[config.mk]
export PLATFORM = sky130hd
export DESIGN_NAME = ledge_mover
export DESIGN_NICKNAME = d
export VERILOG_FILES = /design/src/rtl/ledge_mover.sv
export SDC_FILE = /design/constraint.sdc
export NUM_CORES = 1
export LEC_CHECK = 0
export ABC_AREA = 1
export CAP_MARGIN = 20
export CELL_PAD_IN_SITES_DETAIL_PLACEMENT = 1
export CELL_PAD_IN_SITES_GLOBAL_PLACEMENT = 2
export CORE_ASPECT_RATIO = 0.5
export CORE_MARGIN = 8
export CORE_UTILIZATION = 31
export DETAILED_ROUTE_END_ITERATION = 7
export PLACE_DENSITY = 0.95
export SLEW_MARGIN = 10
export SYNTH_ARGS = -nofsm -noshare
export SYNTH_HDL_FRONTEND = slang
export SYNTH_SLANG_ARGS = --single-unit
[constraint.sdc]
create_clock -name Clk -period 4.73 [get_ports Clk]
set_input_delay 0.946 -clock Clk [delete_from_list [all_inputs] [get_ports Clk]]
set_output_delay 0.946 -clock Clk [all_outputs]
set_load 0.02 [all_outputs]
[src/rtl/ledge_mover.sv]
// Frame-rate motion controller for one moving ledge: horizontal sweep between
// X_MIN and X_MAX with a dwell at each end. Optional vertical bob under LEDGE_BOB_EN.
module ledge_mover #(
  parameter logic [9:0] X_MIN        = 10'd100,
  parameter logic [9:0] X_MAX        = 10'd540,
  parameter logic [9:0] X_START      = 10'd320,
  parameter logic [9:0] Y_HOME       = 10'd300,
  parameter logic [9:0] STEP         = 10'd2,
  parameter logic [7:0] DWELL_FRAMES = 8'd30,
  parameter logic [9:0] BOB_AMP      = 10'd8
) (
  input  logic       Clk,
  input  logic       Reset,
  input  logic       frame_clk,
  input  logic       enable,
  output logic [9:0] ledgeX,
  output logic [9:0] ledgeY,
  output logic       moving,
  output logic       dir_right
);

  localparam logic [1:0] MOVE_R  = 2'd0;
  localparam logic [1:0] DWELL_R = 2'd1;
  localparam logic [1:0] MOVE_L  = 2'd2;
  localparam logic [1:0] DWELL_L = 2'd3;

  logic       fs_q, fd_q;
  logic       tick, advance;
  logic [1:0] state_q, state_d;
  logic [9:0] posX_q, posX_d;
  logic [7:0] dwellCnt_q, dwellCnt_d;
  logic       moving_q, dirRight_q;
  logic [10:0] sumRight, limitLeft;

  // frame_clk is asynchronous; sync it and detect its rising edge.
  always_ff @(posedge Clk) begin
    if (Reset) begin
      fs_q <= 1'b0;
      fd_q <= 1'b0;
    end else begin
      fs_q <= frame_clk;
      fd_q <= fs_q;
    end
  end

  assign tick    = fs_q & ~fd_q;
  assign advance = tick & enable;

  assign sumRight  = {1'b0, posX_q} + {1'b0, STEP};
  assign limitLeft = {1'b0, X_MIN} + {1'b0, STEP};

  always_comb begin
    state_d    = state_q;
    posX_d     = posX_q;
    dwellCnt_d = dwellCnt_q;
    if (advance) begin
      case (state_q)
        MOVE_R: begin
          if (sumRight >= {1'b0, X_MAX}) begin
            posX_d     = X_MAX;
            state_d    = DWELL_R;
            dwellCnt_d = DWELL_FRAMES;
          end else begin
            posX_d = sumRight[9:0];
          end
        end
        MOVE_L: begin
          // Compare before subtracting so X can never wrap below X_MIN.
          if ({1'b0, posX_q} <= limitLeft) begin
            posX_d     = X_MIN;
            state_d    = DWELL_L;
            dwellCnt_d = DWELL_FRAMES;
          end else begin
            posX_d = posX_q - STEP;
          end
        end
        DWELL_R: begin
          if (dwellCnt_q == 8'd0) state_d = MOVE_L;
          else                    dwellCnt_d = dwellCnt_q - 8'd1;
        end
        default: begin
          if (dwellCnt_q == 8'd0) state_d = MOVE_R;
          else                    dwellCnt_d = dwellCnt_q - 8'd1;
        end
      endcase
    end
  end

  always_ff @(posedge Clk) begin
    if (Reset) begin
      state_q    <= MOVE_R;
      posX_q     <= X_START;
      dwellCnt_q <= 8'd0;
      moving_q   <= 1'b1;
      dirRight_q <= 1'b1;
    end else begin
      state_q    <= state_d;
      posX_q     <= posX_d;
      dwellCnt_q <= dwellCnt_d;
      moving_q   <= (state_d == MOVE_R) || (state_d == MOVE_L);
      dirRight_q <= (state_d == MOVE_R) || (state_d == DWELL_R);
    end
  end

  assign ledgeX    = posX_q;
  assign moving    = moving_q;
  assign dir_right = dirRight_q;

`ifdef LEDGE_BOB_EN
  logic       bobUp_q, bobUp_d;
  logic [9:0] bobOff_q, bobOff_d;
  logic [9:0] posY_q;

  // Triangle wave between 0 and BOB_AMP, reversing on the tick that reaches an end.
  always_comb begin
    bobUp_d  = bobUp_q;
    bobOff_d = bobOff_q;
    if (advance) begin
      if (bobUp_q) begin
        bobOff_d = bobOff_q + 10'd1;
        if (bobOff_d >= BOB_AMP) bobUp_d = 1'b0;
      end else begin
        bobOff_d = bobOff_q - 10'd1;
        if (bobOff_d == 10'd0) bobUp_d = 1'b1;
      end
    end
  end

  always_ff @(posedge Clk) begin
    if (Reset) begin
      bobUp_q  <= 1'b1;
      bobOff_q <= 10'd0;
      posY_q   <= Y_HOME;
    end else begin
      bobUp_q  <= bobUp_d;
      bobOff_q <= bobOff_d;
      posY_q   <= Y_HOME - bobOff_d;
    end
  end

  assign ledgeY = posY_q;
`else
  logic unusedBobAmp;
  assign unusedBobAmp = ^BOB_AMP;
  assign ledgeY       = Y_HOME;
`endif

endmodule

---- Word-level counts from Yosys, hierarchy flattened ----
Cells that the tools add are included.
storage, ports and cells
  bits in registers ....................... 24
  bits in latches ......................... 0
  bits in writable memories ............... 0
  bits in read-only memories .............. 0
  input port bits ......................... 4
  output and inout port bits .............. 22
  word-level logic and storage cells ...... 43
  memories kept ........................... 0
operators by class
  add/subtract/negate cells ............... 3
  multiply operators ...................... 0
  div/mod/pow operators ................... 0
  order comparisons ....................... 2
  equal/unequal tests ..................... 7
  shifts and indexed selects .............. 0
  mux-type cells .......................... 13
  bitwise gates (word level) .............. 3
  reduce and logical (&&, ||, !) cells .... 8
operators with widths
  kind                                                                      count
  8-bit two-way mux                                                         3
  10-bit two-way mux                                                        2
  10-bit one-hot mux with 2 select lines                                    1
  8-bit one-hot mux with 2 select lines                                     1
  10-bit by 2-bit adder with 11-bit output (second input constant)          1
  11-bit by 10-bit >= comparator with 1-bit output (second input constant)  1
  10-bit by 7-bit <= comparator with 1-bit output (second input constant)   1
  2-bit two-way mux                                                         5
  10-bit by 2-bit subtractor with 10-bit output (second input constant)     1
  8-bit logical NOT                                                         1
  8-bit by 1-bit subtractor with 8-bit output (second input constant)       1
  2-bit one-hot mux with 3 select lines                                     1
  2-bit by 1-bit equality test with 1-bit output (second input constant)    2
  2-bit equality test (second input constant)                               2
  2-bit logical NOT                                                         2
  2-bit != test (second input constant)                                     2
  4-bit AND reduction                                                       1
  3-bit by 1-bit != test with 1-bit output (second input constant)          1
  1-bit AND                                                                 2
  1-bit logical OR                                                          2
  2-bit AND reduction                                                       1
  2-bit nonzero test                                                        1
  1-bit NOT                                                                 1

---- Logic depth before layout (Yosys ltp) ----
  depth in word-level cells ............... 7
  gate-level depth with buffers ........... 14
  gate-level depth less buffers ........... 14

---- Worst setup path before layout ----
No wires, ideal clock.
  path type ............................... input -> register
  start point ............................. input port enable
  end point ............................... register posX_q[5] (netlist: ledgeX[5])
  setup time .............................. 0.071 ns
  arrival ................................. 1.845 ns
  data required time ...................... 4.659 ns
  path slack .............................. 2.814 ns
  cell stages on the path ................. 9
  path buffers ............................ 1
  cell sequence ........................... nand2_1 -> nor2_1 -> inv_1 -> nor2_1 -> buf_2 -> nand3_1 -> inv_1 -> nand2_1 -> a21oi_1
on the way
  word-level cells in the longest chain between the ends .. 2
ends and longest elaborated chain
  element                        RTL line  RTL
  start: declaration             15        input logic enable,
  1-bit AND                      47        assign advance = tick & enable;
  2-bit AND reduction (no line)  --
  end signal: assignment         98        posX_q <= posX_d;
  end: declaration               30        logic [9:0] posX_q, posX_d;
No other way between the ends.
A chain may end at the register's enable or synchronous reset.

---- Worst setup path after layout ----
  start point ............................. input port enable
  end point ............................... register posX_q[6] (netlist: ledgeX[6])
Same word-level chain as after synthesis.

==> reports/metrics.csv <==
metric,value,unit
CTS Root Cell,clkbuf_8,
WP data arrival,2.87,ns
CTS tree,done,
register bit total from synthesis,23,
design area,1860,um2
Slew Limit Fails,0,
"Setup Fix Bufs, Post-CTS",0,
share of the synthesized area in the top cell type,27.6,%
measured slew at the worst slew-check pin,0.644,ns
CP max FO,12,
Post-Syn Area,1670,um2
fmax,367,MHz
Clock Pin Slew Worst Setup and Hold Paths,0.08,ns
"Period Utilization, post-route",57.5,%
max cap viols,0,
Lkg Pwr,0.000832,uW
placed cell count,340,
yosys warns,0,
Clock Path Buffers,2,
Via Count,1637,
layout cells sized above 1,7.75,%
CTS Buf Count,3,
aggregate global routing overflow,0,
vias in the first global route,1695,
Crit-path slowest cell,nor2_1,
Total Routing Usage GR,11.9,%
combinational cell fraction of total power,20.0,%
CP Cell Sequence,clkdlybuf4s50_1 > nand2_1 > nor2_1 > inv_1 > nor2_1 > inv_1 > a21oi_1 > o21ai_0,
drt wl/cell,13.3,um
CP required,4.88,ns
post-layout util,34.7,%
largest net degree at the start of global routing,16,
Clk pwr share,29.2,%
die area,8140,um2
VDD IR-drop max,0.107,mV
DRT iter0 DRCs,45,
Switching Power,127,uW
Residual DRC,0,
antenna cells,0,
Clock Skew,0.00211,ns
dpl cell area,1810,um2
Tmin final,2.72,ns
Via density,4.76,
TNS Setup,0,ns
Register Area,460,um2
Initial DRT Pass Iterations,4,
Syn Inst Count,261,
Detail Route Antenna Nets,0,
nets,280,
clk sinks,23,
core area,5350,um2
Port Buffers,14,
fill cell count,700,
num ports,26,
sequential share of power,50.8,%
"Hold Vio Cnt, Final",0,
CTS HTree Levels,1,
most frequent cells in the layout,"nand2_1 (53), inv_1 (35), nand3_1 (28), nor2_1 (27), dfxtp_1 (23)",
Synth area leader,dfxtp_1,
Setup-failing EPs final,0,
Place WS,1.71,ns
sequential fraction of the synthesis area,27.6,%
outcome,completed,
slew margin rel.,56.9,%
HP Class,register to register,
unrepaired setup endpoints after global routing,no,
WL final,4.58,mm
main area contributors after synthesis,"dfxtp_1 (28%), nand2_1 (12%), nand3_1 (8.4%)",
P&R area growth vs syn,11.2,%
synthesized area per cell,6.40,um2
row count,19,
"Distinct cells, synth",30,
setup ws final,2.01,ns
die extent in x,120,um
pwr dens,224,nW/um2
DPL Wire Length,3.63,mm
CP Launch Type,input pin,
Finished Layout Cells,344,
CTS Hold Bufs,0,
Final Wtd Congestion,0.876,
CTS resizes,0,
global-route wire length before repair,7.91,mm
cell-internal power,288,uW
Sw Share,30.6,%
Worst path max stage delay,0.52,ns
chip height,67.9,um
initial antenna violation count,0,
Worst Setup End Kind,register,
"Clk Latency, worst-skew pair",0.26,ns
Starting Density,31.2,%
Multi-input gate area,986,um2
critical path class,input pin to register,
"commonest non-fill, non-tap cell in the layout",nand2_1,
## kinds of logic after synthesis
kind of cell	count (synthesis)	synth area share, %
simple gates	133	37.6
buf+inv	53	15.4
compound gates	38	11.8
flops	23	27.6
xor+xnor	8	4.19
fa+ha+maj	4	3.00
other cells	2	0.450
## sequential cells by signal, summed over array words and instances (netlist names)
name,flops
moving,1
fs_q,1
dir_right,1
state_q,2
dwellCnt_q,8
fd_q,1
ledgeX,9
## synthesized netlist by cell type
master and instances:
nand2_4 2, xnor2_1 2, buf_2 1, ha_1 4, nor2_1 27, o211ai_1 1
buf_6 1, nand2_8 1, nand3_1 28, a31oi_1 3, nand2_1 53, nand3b_1 1
clkbuf_2 1, o21ai_0 16, inv_2 1, xor2_1 6, nor2_2 4, a21oi_1 18
nor3_1 2, dfxtp_1 23, conb_1 2, inv_1 35, buf_4 13, or2_1 1
nor3_2 1, nor2_4 1, clkbuf_1 1, or2_2 3, nand2_2 5, nand4_1 4
## routing by layer
| metal | routed length (um) | vias up | track usage [%] |
|---|---|---|---|
| met2 | 2250 | 28 | 23.4 |
| met4 | 63 | 0 | 3.85 |
| met1 | 2170 | 774 | 13.2 |
| met3 | 92 | 6 | 1.98 |
| li1 | - | 829 | - |
| met5 | 0 | - | 0 |
## power groups by stage
stage	clock network [uW]	registers, uW	logic [uW]
2_1_floorplan	0	214	66.7
3_3_place_gp	0	215	81.1
3_5_place_dp	0	216	83.1
4_1_cts	128	211	83.6
5_1_grt	138	213	91.9
6_report	121	211	83.0
## stage by stage
stage | hold slack [ns] | total power [uW]
floorplan | 0.403 | 281
global placement | 0.409 | 296
detailed placement | 0.416 | 299
CTS | 0.431 | 423
global route | 0.472 | 442
finish | 0.431 | 416
## worst max-delay path: cells and delay by family
kind	cells	cell delay, ns
AO/OA/AOI/OAI	2	0.27
AND/OR/NAND/NOR	3	0.82
buffers and inverters	3	0.82
## final timing paths
check | start | slack (ns) | cells after the start | end
setup / recovery | enable | 2.01 | 8 | ledgeX[6]
hold / removal | fs_q | 0.43 | 2 | fd_q
setup reg to reg | ledgeX[1] | 2.47 | 10 | dwellCnt_q[0]
hold reg to reg | fs_q | 0.43 | 2 | fd_q
## area by class of cell
cell class / instances / share of cell area, %
tap: 73 / 4.92
multi-input combinational: 194 / 53.1
inverter: 36 / 7.27
sequential: 23 / 24.8
timing repair buffer: 14 / 7.54
clock buffer: 4 / 2.42
No activity file was read; power rests on OpenSTA's default activity.
==> edit: new RTL, same settings <==
Add an input register stage for `enable`, with the module's reset; this delays it by one clock.
--- a/src/rtl/ledge_mover.sv
+++ b/src/rtl/ledge_mover.sv
@@ -25,4 +25,14 @@
   localparam logic [1:0] DWELL_L = 2'd3;
 
+  logic enable_q;
+
+  always_ff @(posedge Clk) begin
+    if (Reset) begin
+      enable_q <= '0;
+    end else begin
+      enable_q <= enable;
+    end
+  end
+
   logic       fs_q, fd_q;
   logic       tick, advance;
@@ -45,5 +55,5 @@
 
   assign tick    = fs_q & ~fd_q;
-  assign advance = tick & enable;
+  assign advance = tick & enable_q;
 
   assign sumRight  = {1'b0, posX_q} + {1'b0, STEP};
Function: changed (a bounded check fails within 4 cycles, from zero or initial values and one cycle with Reset high).
==> edit against the unedited design <==
Design area increased by 2.6%. Power fell by 8.2%. Area after synthesis increased by 2.6%. Sequential cell count grew 1. Routed wire length up 0.44%. Maximum frequency increased by 5.1%. Synthesized cell count rose by 2.3%. Worst setup slack better by 0.13 ns. Critical path type is now register to output port. Largest cell class unchanged.
==> edit: results (changes against the unedited design) <==
Place
  • Post-DP HPWL: 3690 um (was 3630 um)
  • Routability cong.: 0.806 (was 0.876)
  • PortBufs: 14 (unchanged)

CTS
  • Clock transition at path regs: 0.08 ns (about the same)
  • Clock Latency Late Sink: 0.27 ns
  • Post_cts resized: 0 (unchanged)
  • Total CTS buffers: 3 (unchanged)
  • Post-CTS setup buffers: 0 (unchanged)
  • Clk buf depth: 2 (unchanged)
  • CTS Hold Bufs: 0 (unchanged)
  • Root Driver: clkbuf_8 (unchanged)

Global route
  • Total track usage: 11.7% (was 11.9%)
  • Vias in the first global route: 1727 (was 1695)
  • Initial antenna violation count: 0 (unchanged)
  • Global-route wire length before repair: 7930 um (was 7910 um)
  • Pin count of the biggest net entering global routing: 16 (unchanged)

Power
  • Peak VDD IR: 0.0000741 V (was 0.000107 V)
  • Lkg Pwr: 0.903 nW (was 0.832 nW)
  • Int Pwr: 0.278 mW (was 0.288 mW)

Logic synthesis
  • Prevailing post-synth register cell: dfxtp_1 (unchanged)
  • Post-synthesis adder-cell area fraction: 2.92% (was 3.00%)
  • XOR/XNOR share of the synthesized area: 3.50% (was 4.19%)
  • Largest cells by area after synthesis: dfxtp_1, nand2_1, nand3_1 (unchanged)
  • Synth cell count leaders: nand2_1, inv_1, nand3_1, nor2_1, dfxtp_1 (unchanged)
  • Register area share after synthesis: 28.0% (was 27.6%)
  • Compound-Gate Fraction of Synth Area: 10.7% (was 11.8%)
  • Ys Warns: 0 (unchanged)
  • Netlist cell types: 29 (was 30)

Layout
  • Filler Cell Count: 718 (was 700)
  • ANT cells: 0 (unchanged)
  • Nets: 286 (was 280)
  • Largest register FFs: 9 (unchanged)
  • Share of cells above drive strength 1: 7.25% (was 7.75%)

Route
  • Vias per cell: 4.79 (was 4.76)
  • Routed WL: 4600 um (was 4580 um)
  • TritonRoute pass-1 iters: 4 (unchanged)
  • Initial DRC Count: 43 (was 45)

Setup path
  • Reg2reg end: ledgeX[1]$_SDFFE_PP0P_ (was dwellCnt_q[0]$_SDFFE_PP0P_)
  • Critical Path Slowest Stage Cell: clkdlybuf4s50_1 (was nor2_1)
  • Worst reg-to-reg path cell count: 8 (was 10)
  • CP Capture Point: ledgeX[3] (was ledgeX[6]$_SDFFE_PP1P_)
  • Worst EP arrival: 1.64 ns (was 2.87 ns)
  • Max incr delay on CP: 0.72 ns (was 0.52 ns)
  • FF-to-FF setup slack: 2.57 ns (was 2.47 ns)
  • CP Launch Point: ledgeX[3]$_SDFFE_PP0P_ (was enable)
  • Reg2reg start: fs_q$_SDFF_PP0_ (was ledgeX[1]$_SDFFE_PP0P_)
  • CP max FO: 13 (was 12)

Outcome
  • Status: complete, no violations (unchanged)

Hold path
  • Hold WC Path Type: register to register (unchanged)
  • Hold path cells: 2 (unchanged)
  • WHS Endpoint: fd_q$_SDFF_PP0_ (unchanged)

Timing
  • Max-slew headroom: 49.4% (was 56.9%)
  • Fin Clk Skew: 0.00186 ns (was 0.00211 ns)
-- edit: cell types whose count changed after synthesis, sizes merged, moves of 2 or more --
cell   delta
inv       +2
nand2     +6
nand3     +5
o21ai     -5
or2       -3
xor2      -2
-- edit: per-layer routing --
layer	part of all wire (%)	wire length, um	global-route usage (%)
met1	48	2190	13.4
met2	49	2230	22.6
met3	2.7	126	2.27
met4	1.0	47	2.74
met5	0	0	0
-- edit: final cells by class --
class	count	area share (%)
Multi-Input combinational cell	197	53.0
Sequential cell	24	25.2
Inverter	38	7.49
Timing Repair Buffer	14	7.35
Tap cell	73	4.79
Clock buffer	3	2.17
-- edit: worst reg2reg max path: cells and delay by family, from the launching register on --
kind | cells | cell delay (ns)
buffers and inverters | 2 | 0.45
AND/OR/NAND/NOR | 5 | 1.17
AO/OA/AOI/OAI | 1 | 0.14
flip-flops | 1 | 0.33
-- edit: power groups by stage --
| stage | Clock (mW) | Sequential [mW] | Combinational [mW] |
|---|---|---|---|
| detailed placement | 0 | 0.217 | 0.0477 |
| CTS | 0.127 | 0.213 | 0.0479 |
| global route | 0.134 | 0.213 | 0.0534 |
| finish | 0.121 | 0.212 | 0.0478 |
| floorplan | 0 | 0.216 | 0.0405 |
| global placement | 0 | 0.217 | 0.0462 |
-- edit: per-stage QoR --
| step | cell area (um^2) | cells | setup WS [ns] | hold WS [ns] | util, % |
|---|---|---|---|---|---|
| 2_1_floorplan | 1750 | 276 | 2.87 | 0.403 | - |
| 3_3_place_gp | 1860 | 346 | 2.24 | 0.407 | 34.4 |
| 3_5_place_dp | 1860 | 346 | 2.17 | 0.417 | 34.4 |
| 4_1_cts | 1910 | 349 | 2.12 | 0.429 | 35.2 |
| 5_1_grt | 1910 | 349 | 2.07 | 0.442 | 35.2 |
| 6_report | 1910 | 349 | 2.14 | 0.423 | 35.2 |
